**config.mk**
```make
export PLATFORM = sky130hd
export DESIGN_NAME = alu_rr_arbiter
export DESIGN_NICKNAME = d
export VERILOG_FILES = /design/src/rtl/alu_pkg.sv /design/src/rtl/alu_cmp_core.sv /design/src/rtl/alu_rr_arbiter.sv
export SDC_FILE = /design/constraint.sdc
export NUM_CORES = 1
export LEC_CHECK = 0
export CAP_MARGIN = 20
export CELL_PAD_IN_SITES_DETAIL_PLACEMENT = 0
export CELL_PAD_IN_SITES_GLOBAL_PLACEMENT = 1
export CORE_MARGIN = 4
export CORE_UTILIZATION = 28
export CTS_BUF_LIST = sky130_fd_sc_hd__clkbuf_2 sky130_fd_sc_hd__clkbuf_4 sky130_fd_sc_hd__clkbuf_8
export CTS_CLUSTER_DIAMETER = 200
export DETAILED_ROUTE_END_ITERATION = 7
export PLACE_DENSITY_LB_ADDON = 0.1
export SYNTH_ARGS = -nofsm -noshare
export SYNTH_HDL_FRONTEND = slang
export SYNTH_SLANG_ARGS = --single-unit
```
**constraint.sdc**
```tcl
create_clock -name clk -period 4.2 [get_ports clk]
set_input_delay 0.42 -clock clk [delete_from_list [all_inputs] [get_ports clk]]
set_output_delay 0.42 -clock clk [all_outputs]
set_load 0.005 [all_outputs]
```
**src/rtl/alu_pkg.sv**
```systemverilog
// Shared constants for the add/sub/compare datapath and its arbiter.
package alu_pkg;

  localparam int unsigned XLEN_DEF = 64;

  localparam logic [1:0] OP_ADD  = 2'b00;
  localparam logic [1:0] OP_SUB  = 2'b01;
  localparam logic [1:0] OP_SLT  = 2'b10;
  localparam logic [1:0] OP_SLTU = 2'b11;

endpackage

```
**src/rtl/alu_cmp_core.sv**
```systemverilog
// Combinational add/sub/compare core built around a single adder chain.
module alu_cmp_core
  import alu_pkg::*;
#(
  parameter int unsigned XLEN = XLEN_DEF
) (
  input  logic [1:0]      op_i,
  input  logic [XLEN-1:0] a_i,
  input  logic [XLEN-1:0] b_i,
  output logic [XLEN-1:0] res_data_c,
  output logic            res_cout_c
);

  logic            sub_c;
  logic [XLEN-1:0] b_eff_c;
  logic [XLEN-1:0] sum_c;
  logic            carry_c;
  logic            slt_c;

  // Everything except ADD subtracts; compares reuse the subtract result.
  always_comb begin
    sub_c              = (op_i != OP_ADD);
    b_eff_c            = sub_c ? ~b_i : b_i;
    {carry_c, sum_c}   = {1'b0, a_i} + {1'b0, b_eff_c} + (XLEN+1)'(sub_c);
    slt_c              = (a_i[XLEN-1] & ~b_i[XLEN-1]) |
                         (~(a_i[XLEN-1] ^ b_i[XLEN-1]) & sum_c[XLEN-1]);
    res_data_c         = sum_c;
    res_cout_c         = carry_c;
    case (op_i)
      OP_SLT: begin
        res_data_c = {{(XLEN-1){1'b0}}, slt_c};
        res_cout_c = 1'b0;
      end
      OP_SLTU: begin
        res_data_c = {{(XLEN-1){1'b0}}, ~carry_c};
        res_cout_c = 1'b0;
      end
      default: ;
    endcase
  end

endmodule

```
**src/rtl/alu_rr_arbiter.sv**
```systemverilog
// Round-robin arbiter sharing one add/sub/compare core across NREQ requesters,
// with a single registered, id-tagged response channel.
module alu_rr_arbiter
  import alu_pkg::*;
#(
  parameter int unsigned XLEN = XLEN_DEF,
  parameter int unsigned NREQ = 2,
  parameter int unsigned IDW  = 2
) (
  input  logic                 clk,
  input  logic                 rst_n,
  input  logic [NREQ-1:0]      req_valid,
  output logic [NREQ-1:0]      req_ready,
  input  logic [2*NREQ-1:0]    req_op,
  input  logic [XLEN*NREQ-1:0] req_a,
  input  logic [XLEN*NREQ-1:0] req_b,
  output logic                 rsp_valid,
  input  logic                 rsp_ready,
  output logic [IDW-1:0]       rsp_id,
  output logic [XLEN-1:0]      rsp_data,
  output logic                 rsp_cout
);

  localparam logic [0:0] ST_EMPTY = 1'b0;
  localparam logic [0:0] ST_FULL  = 1'b1;

  logic [0:0]      state_q, state_d;
  logic [IDW-1:0]  ptr_q, ptr_d;
  logic [IDW-1:0]  id_q, id_d;
  logic [XLEN-1:0] data_q, data_d;
  logic            cout_q, cout_d;

  logic [IDW-1:0]  gnt_c;
  logic            gnt_vld_c;
  logic            can_accept_c;
  logic            accept_c;
  logic [1:0]      sel_op_c;
  logic [XLEN-1:0] sel_a_c;
  logic [XLEN-1:0] sel_b_c;
  logic [XLEN-1:0] core_data_c;
  logic            core_cout_c;

  // First valid requester at or after ptr, wrapping at NREQ.
  always_comb begin
    int unsigned idx;
    idx       = 0;
    gnt_c     = '0;
    gnt_vld_c = 1'b0;
    for (int unsigned k = 0; k < NREQ; k++) begin
      idx = 32'(ptr_q) + k;
      if (idx >= NREQ) idx = idx - NREQ;
      for (int unsigned i = 0; i < NREQ; i++) begin
        if (!gnt_vld_c && (i == idx) && req_valid[i]) begin
          gnt_vld_c = 1'b1;
          gnt_c     = IDW'(i);
        end
      end
    end
  end

  // Handshake: a response slot is free when empty or being drained this cycle.
  always_comb begin
    can_accept_c = (state_q == ST_EMPTY) | rsp_ready;
    accept_c     = gnt_vld_c & can_accept_c & rst_n;
    req_ready    = '0;
    for (int unsigned i = 0; i < NREQ; i++) begin
      if (accept_c && (IDW'(i) == gnt_c)) req_ready[i] = 1'b1;
    end
  end

  // Route the granted requester's op and operands into the core.
  always_comb begin
    sel_op_c = '0;
    sel_a_c  = '0;
    sel_b_c  = '0;
    for (int unsigned i = 0; i < NREQ; i++) begin
      if (IDW'(i) == gnt_c) begin
        sel_op_c = req_op[2*i +: 2];
        sel_a_c  = req_a[XLEN*i +: XLEN];
        sel_b_c  = req_b[XLEN*i +: XLEN];
      end
    end
  end

  alu_cmp_core #(
    .XLEN(XLEN)
  ) u_core (
    .op_i       (sel_op_c),
    .a_i        (sel_a_c),
    .b_i        (sel_b_c),
    .res_data_c (core_data_c),
    .res_cout_c (core_cout_c)
  );

  // Next-state: capture on accept, drain when consumed, otherwise hold.
  always_comb begin
    state_d = state_q;
    ptr_d   = ptr_q;
    id_d    = id_q;
    data_d  = data_q;
    cout_d  = cout_q;
    if (accept_c) begin
      state_d = ST_FULL;
      id_d    = gnt_c;
      data_d  = core_data_c;
      cout_d  = core_cout_c;
      ptr_d   = (gnt_c == IDW'(NREQ-1)) ? '0 : gnt_c + IDW'(1);
    end else if ((state_q == ST_FULL) && rsp_ready) begin
      state_d = ST_EMPTY;
    end
  end

  // State and response registers with synchronous active-low reset.
  always_ff @(posedge clk) begin
    if (!rst_n) begin
      state_q <= ST_EMPTY;
      ptr_q   <= '0;
      id_q    <= '0;
      data_q  <= '0;
      cout_q  <= 1'b0;
    end else begin
      state_q <= state_d;
      ptr_q   <= ptr_d;
      id_q    <= id_d;
      data_q  <= data_d;
      cout_q  <= cout_d;
    end
  end

  assign rsp_valid = (state_q == ST_FULL);
  assign rsp_id    = id_q;
  assign rsp_data  = data_q;
  assign rsp_cout  = cout_q;

endmodule

```
==> results.json, run 1 <==
{
  "status": "finished, final reports clean",
  "viasPerCell": 4.80,
  "drt_pass1_iterations": 5,
  "gp_congestion": 0.855,
  "crit_buf_inv": 2,
  "crit_path_end": "rsp_data[0]",
  "crit_path_cell_trace": "clkdlybuf4s50_1 > nand2_4 > or3_4 > o31a_4 > buf_12 > xnor2_1 > ha_1 > a21oi_4 > o21bai_2 > a211o_1 > or4_4 > a32o_2 > o21ai_4 > o31ai_2 > xor2_1 > a211oi_2 > o22ai_1",
  "cts.sink_count": 68,
  "overflow": 0,
  "dieArea_um2": 32200,
  "clkLatencyLatePin_ns": 0.38,
  "skew_ns": 0.00555,
  "worst_ep_arrival_time_ns": 4.29,
  "root_buffer": "clkbuf_8",
  "maxCapViolations": 0,
  "grt_pass1_wl_mm": 52.0,
  "clockBufferDepth": 2,
  "grt_pass1_vias": 9775,
  "design_area_um2": 14300,
  "place_area_um2": 13600,
  "ant_nets": 0,
  "synth-async-reset-ratio_pct": 0,
  "maxSlewViolCount": 0,
  "drive_above_1_share_pct": 20.2,
  "critPathTopFamily": "compound AO/OA/AOI/OAI gates",
  "ys_seq_area_share_pct": 16.6,
  "clk_pin_slew_ns": 0.08,
  "drt_first_iter_violations": 419,
  "start_util_pct": 28.5,
  "min_period_ns": 4.04,
  "startpoint_type": "primary input",
  "die-width_um": 179,
  "reg2reg_depth": 17,
  "critPathMaxStageDelay_ns": 0.55,
  "port_buffers": 333,
  "syn-instance-count": 1160,
  "end_kind": "register",
  "ys_warn_count": 0,
  "pre_cts_slack_ns": -0.476,
  "fin_nets": 2007,
  "layout_common_cells": "clkdlybuf4s50_1 (332), nand2_1 (265), buf_4 (235)",
  "hold_violations": 0,
  "routedWlPerCell_um": 17.1,
  "required_ns": 4.45,
  "syn-mean-instance-area_um2": 7.09,
  "post-route-drc-count": 0,
  "peakVddDrop_v": 0.000113,
  "ys_ff_latch": 68,
  "reg2reg_slack_ns": 0.18,
  "ys_types": 80,
  "max_freq_mhz": 247,
  "crit_type": "in2reg",
  "power_density_nw_per_um2": 334,
  "synth_top_cell_by_area": "dfxtp_1",
  "multi_input_area_um2": 6720,
  "wirelength_mm": 35.4,
  "yosysTopAreaCellShare_pct": 16.6,
  "fin_ws_ns": 0.158,
  "cts_made_buffers": 9,
  "synth_nets": 1490,
  "hold_class": "in2reg",
  "r2r-end": "rsp_data[0]",
  "htreeDepth": 3,
  "cp_max_fo": 7,
  "final_common_cell": "clkdlybuf4s50_1",
  "design.core.area_um2": 28900,
  "grt_max_degree": 43,
  "io_pins": 335,
  "synthTopCellsByArea": "dfxtp_1 (17%), nand2_1 (12%), ha_1 (9.7%), xnor2_1 (9.6%), mux2i_1 (8.0%)",
  "setup_viol": 0,
  "track_usage_pct": 20.5,
  "regArea_um2": 1360,
  "vias": 9919,
  "leakagePower_nw": 6.45,
  "cts_tree": "done",
  "startpoint": "req_valid[1]",
  "synthFlopType": "dfxtp_1",
  "relSlewSlack_pct": 33.0,
  "rows": 62,
  "fillCellCount": 2948,
  "fin_crit_sh_pct": 96.2,
  "tightest_slew_ns": 1.00,
  "holdBufCountCts": 0,
  "rsz0062_at_grt": "false",
  "dp_hpwl_mm": 28.4,
  "r2r-start": "ptr_q[0]",
  "antenna_found_initial": 1,
  "synth_enable_flop_cells": 0,
  "die_h_um": 179,
  "slowest_stage": "clkdlybuf4s50_1",
  "areaGrowthSynthToFinish_pct": 73.4,
  "path_depth": 17,
  "syn-cell-area_um2": 8230
}
[worst register-to-register path, cell delays in order (launching register included)]
cell and delay (ns):
dfxtp_1 0.36, nand2b_1 0.21, nand2_4 0.08, or3_4 0.33, o31a_4 0.18, buf_12 0.18, xnor2_1 0.13, ha_1 0.36
a21oi_4 0.19, o21bai_2 0.08, a211o_1 0.30, or4_4 0.42, a32o_2 0.28, o21ai_4 0.20, o31ai_2 0.10, xor2_1 0.20
a211oi_2 0.19, o22ai_1 0.09
[power by group]
group | internal, W | switching, W
registers | 0.000731 | 0.0000454
clock network | 0.000433 | 0.000305
logic | 0.00172 | 0.00153
total | 0.00288 | 0.00188
[synth_stat cells (19+ instances only)]
cell type / n
clkbuf_1: 56
nand4_1: 22
dfxtp_1: 68
nand3_1: 27
a22oi_1: 30
nor2_1: 77
a21o_1: 28
xnor2_1: 90
xor2_1: 29
inv_1: 19
nand2_1: 267
o21ai_0: 45
mux2i_1: 66
ha_1: 64
a21oi_1: 81
[metrics by stage]
stage	utilization (%)	setup TNS [ns]	power [W]	hold WS [ns]	std cells
6_report	49.4	0	0.00476	0.366	2067
5_1_grt	49.4	0	0.00512	0.415	2067
4_1_cts	48.1	0	0.00468	0.456	2054
3_5_place_dp	47.2	-10.23	0.00390	0.442	2038
3_3_place_gp	47.2	-9.16	0.00390	0.434	2038
2_1_floorplan	-	0	0.00240	0.442	1160
[worst min path at each step]
| stage | startpoint | endpoint | cells after the start |
|---|---|---|---|
| 2_1_floorplan | rsp_data[49] | rsp_data[49] | 2 |
| 3_3_place_gp | rsp_id[0] | rsp_id[0] | 1 |
| 3_5_place_dp | rsp_data[22] | rsp_data[22] | 2 |
| 4_1_cts | rsp_data[50] | rsp_data[50] | 2 |
| 5_1_grt | req_valid[0] | rsp_valid | 3 |
| 6_report | req_valid[0] | rsp_valid | 3 |
[layer usage]
metal | track usage (%) | routed length [um]
met2 | 37.6 | 17800
met5 | 0 | 0
met4 | 3.62 | 436
met3 | 3.17 | 1870
met1 | 25.6 | 15300
[logic make-up after synthesis]
group,synth area share [%]
buffers and inverters,4.93
adders and majority gates,9.98
other,0.0456
DFF,16.6
xor gates and xnor gates,12.7
muxes,8.17
and+or+nand+nor,23.7
AOI/OAI and AO/OA,24.0
[cell type report]
type	count	share of cell area, %
Antenna cell	1	0.0175
Clock buffer	12	1.11
Clock inverter	4	0.667
Inverter	20	0.526
Multi-Input combinational cell	996	47.1
Sequential cell	68	9.54
Tap cell	384	3.37
Timing Repair Buffer	582	37.7
[state kept, by name, indices dropped and copies added (netlist names)]
name       flops
ptr_q          1
rsp_cout       1
rsp_data      64
rsp_id         1
rsp_valid      1
[repair_timing]
item / CTS / global route
setup endpoints to repair: 2 / 33
cloned: 0 / 2
resized for setup: 2 / 56
buffers inserted: 0 / 10
pin swaps: 0 / 29
No activity file was read; power rests on OpenSTA's default activity.
==> run 2: changes to the inputs <==
--- a/config.mk
+++ b/config.mk
@@ -13,7 +13,9 @@
 export CTS_BUF_LIST = sky130_fd_sc_hd__clkbuf_2 sky130_fd_sc_hd__clkbuf_4 sky130_fd_sc_hd__clkbuf_8
 export CTS_CLUSTER_DIAMETER = 200
 export DETAILED_ROUTE_END_ITERATION = 7
+export GPL_ROUTABILITY_DRIVEN = 0
 export PLACE_DENSITY_LB_ADDON = 0.1
+export SLEW_MARGIN = 20
 export SYNTH_ARGS = -nofsm -noshare
 export SYNTH_HDL_FRONTEND = slang
 export SYNTH_SLANG_ARGS = --single-unit
==> run 2 against run 1 <==
Compared with the run above:
- critical path type is now reg2reg
- final cell count fell by 0.44%
- die area unchanged
- flip-flop and latch count did not move
- first-iteration DRC count up 14%
- combinational power shrank 2%
- setup slack improved by 0.015 ns
- critical path depth unchanged
- non-clock buffer count shrank 9
- register-to-register slack barely moved
- largest power group unchanged
- clock power fell by 25%
- critical endpoint unchanged
- clock-buffer cell count up 1
- global-route usage down 0.31 points
==> results.json, run 2 (synthesis gave the netlist of run 1 again) <==
{
  "cts_made_buffers": 9,
  "fin_ws_ns": 0.173,
  "grt_pass1_vias": 9779,
  "rows": 62,
  "pre_cts_slack_ns": -0.442,
  "hold_depth": 3,
  "clk_pin_slew_ns": 0.08,
  "largest_register_ffs": 64,
  "clkLatencyLatePin_ns": 0.38,
  "fin_crit_sh_pct": 95.9,
  "cts_tree": "done",
  "required_ns": 4.44,
  "fin_nets": 1998,
  "drt_first_iter_violations": 477,
  "skew_ns": 0.0102,
  "finalSetupTns_ns": 0,
  "design.core.area_um2": 28900,
  "reg2reg_depth": 17,
  "fin_cells": 2058,
  "routedWlPerCell_um": 16.9,
  "grt_pass1_wl_mm": 51.4,
  "track_usage_pct": 20.2,
  "ant_nets": 0,
  "drive_above_1_share_pct": 19.0,
  "status": "finished, final reports clean",
  "final_common_cell": "clkdlybuf4s50_1",
  "port_buffers": 333,
  "finalPower_w": 0.00452,
  "power_density_nw_per_um2": 322,
  "max_freq_mhz": 248,
  "min_period_ns": 4.03,
  "overflow": 0,
  "vias": 9880,
  "relSlewSlack_pct": 33.7,
  "areaGrowthSynthToFinish_pct": 70.6,
  "layout_common_cells": "clkdlybuf4s50_1 (331), nand2_1 (266), buf_4 (227)",
  "die-width_um": 179,
  "peakVddDrop_v": 0.000131,
  "die_h_um": 179,
  "io_pins": 335,
  "start_util_pct": 28.5,
  "leakagePower_nw": 6.36,
  "reg2reg_slack_ns": 0.17,
  "antenna_found_initial": 2,
  "worst_ep_arrival_time_ns": 4.27,
  "post-route-drc-count": 0,
  "hold_path_startpoint": "req_valid[0]",
  "cts.sink_count": 68,
  "r2r-start": "ptr_q[0]",
  "cp_max_fo": 5,
  "slowest_stage": "or4_1",
  "wirelength_mm": 34.8,
  "viasPerCell": 4.80,
  "grt_max_degree": 43,
  "maxSlewViolCount": 0,
  "maxCapViolations": 0,
  "htreeDepth": 3,
  "clockBufferDepth": 2,
  "r2r-end": "rsp_data[0]",
  "setup_viol": 0,
  "hold_class": "in2reg",
  "tightest_slew_ns": 0.994,
  "hold_slack_ns": 0.392,
  "hold_violations": 0,
  "end_kind": "register",
  "drt_pass1_iterations": 5,
  "startpoint_type": "register",
  "holdBufCountCts": 0,
  "critPathMaxStageDelay_ns": 0.54,
  "placed_cells_incl_taps": 2027,
  "min_to": "rsp_valid",
  "rsz0062_at_grt": "false",
  "crit_type": "reg2reg",
  "dp_hpwl_mm": 28.1,
  "root_buffer": "clkbuf_8",
  "crit_path_cell_trace": "nand2b_1 > nand2_4 > or3_4 > o31a_4 > buf_8 > xnor2_2 > ha_1 > a21oi_1 > o21ai_2 > and2_1 > or4_1 > a32o_2 > o21ai_4 > o31ai_2 > xor2_1 > a211oi_2 > o22ai_1",
  "dieArea_um2": 32200
}
run 2: worst max-delay path by stage:
stage / start / end / slack, ns / depth (start not counted)
final: ptr_q[0] / rsp_data[0] / 0.17 / 17
after global routing: ptr_q[0] / rsp_data[48] / 0.004 / 18
after CTS: req_valid[0] / rsp_data[0] / 0.01 / 18
after detailed placement: req_valid[0] / rsp_data[0] / -0.44 / 18
after global placement: req_valid[0] / rsp_data[0] / -0.42 / 18
after floorplan: req_valid[0] / rsp_data[0] / 0.02 / 17
run 2: cell type report:
| type | instances | area, um2 |
|---|---|---|
| fillers | 2973 | 14800 |
| multi-input cells | 996 | 6630 |
| repair buffers | 573 | 5310 |
| flip-flops and latches | 68 | 1360 |
| well taps | 384 | 480 |
| clock buffers | 13 | 166 |
| inverters | 20 | 75.1 |
| clock inverters | 2 | 10.0 |
| diodes | 2 | 5.00 |
run 2: critical path, delay by kind of cell, from the launching register on:
family	cells	cell delay, ns
AOI/OAI and AO/OA	8	1.38
adders and majority gates	1	0.31
and+or+nand+nor	5	1.31
xor gates and xnor gates	2	0.37
buffers and inverters	1	0.17
DFF	1	0.35
run 2: timing repair:
action | in CTS | in global routing
pin swaps | 0 | 33
endpoints found under the hold margin | 0 | 0
gates cloned | 0 | 2
setup buffers | 0 | 12
resized for setup | 2 | 39
setup endpoints to repair | 3 | 31
run 2: where the power goes:
part | internal [W] | total [W] | switching [W]
sequential | 0.000731 | 0.000778 | 0.0000465
combinational | 0.00168 | 0.00319 | 0.00151
clock | 0.000256 | 0.000551 | 0.000295
total | 0.00267 | 0.00452 | 0.00185
run 2: metal layers:
layer	part of all wire, %	GRT usage (%)	vias to the layer above
li1	-	-	5097
met3	5.6	3.84	32
met5	0	0	-
met2	50	36.8	251
met1	43	24.7	4500
met4	1.7	4.28	0
run 2: stage by stage:
stage / utilization, % / cell area (um2)
2_1_floorplan: - / 8230
3_3_place_gp: 46.8 / 13500
3_5_place_dp: 46.8 / 13500
4_1_cts: 47.5 / 13700
5_1_grt: 48.6 / 14000
6_report: 48.6 / 14000
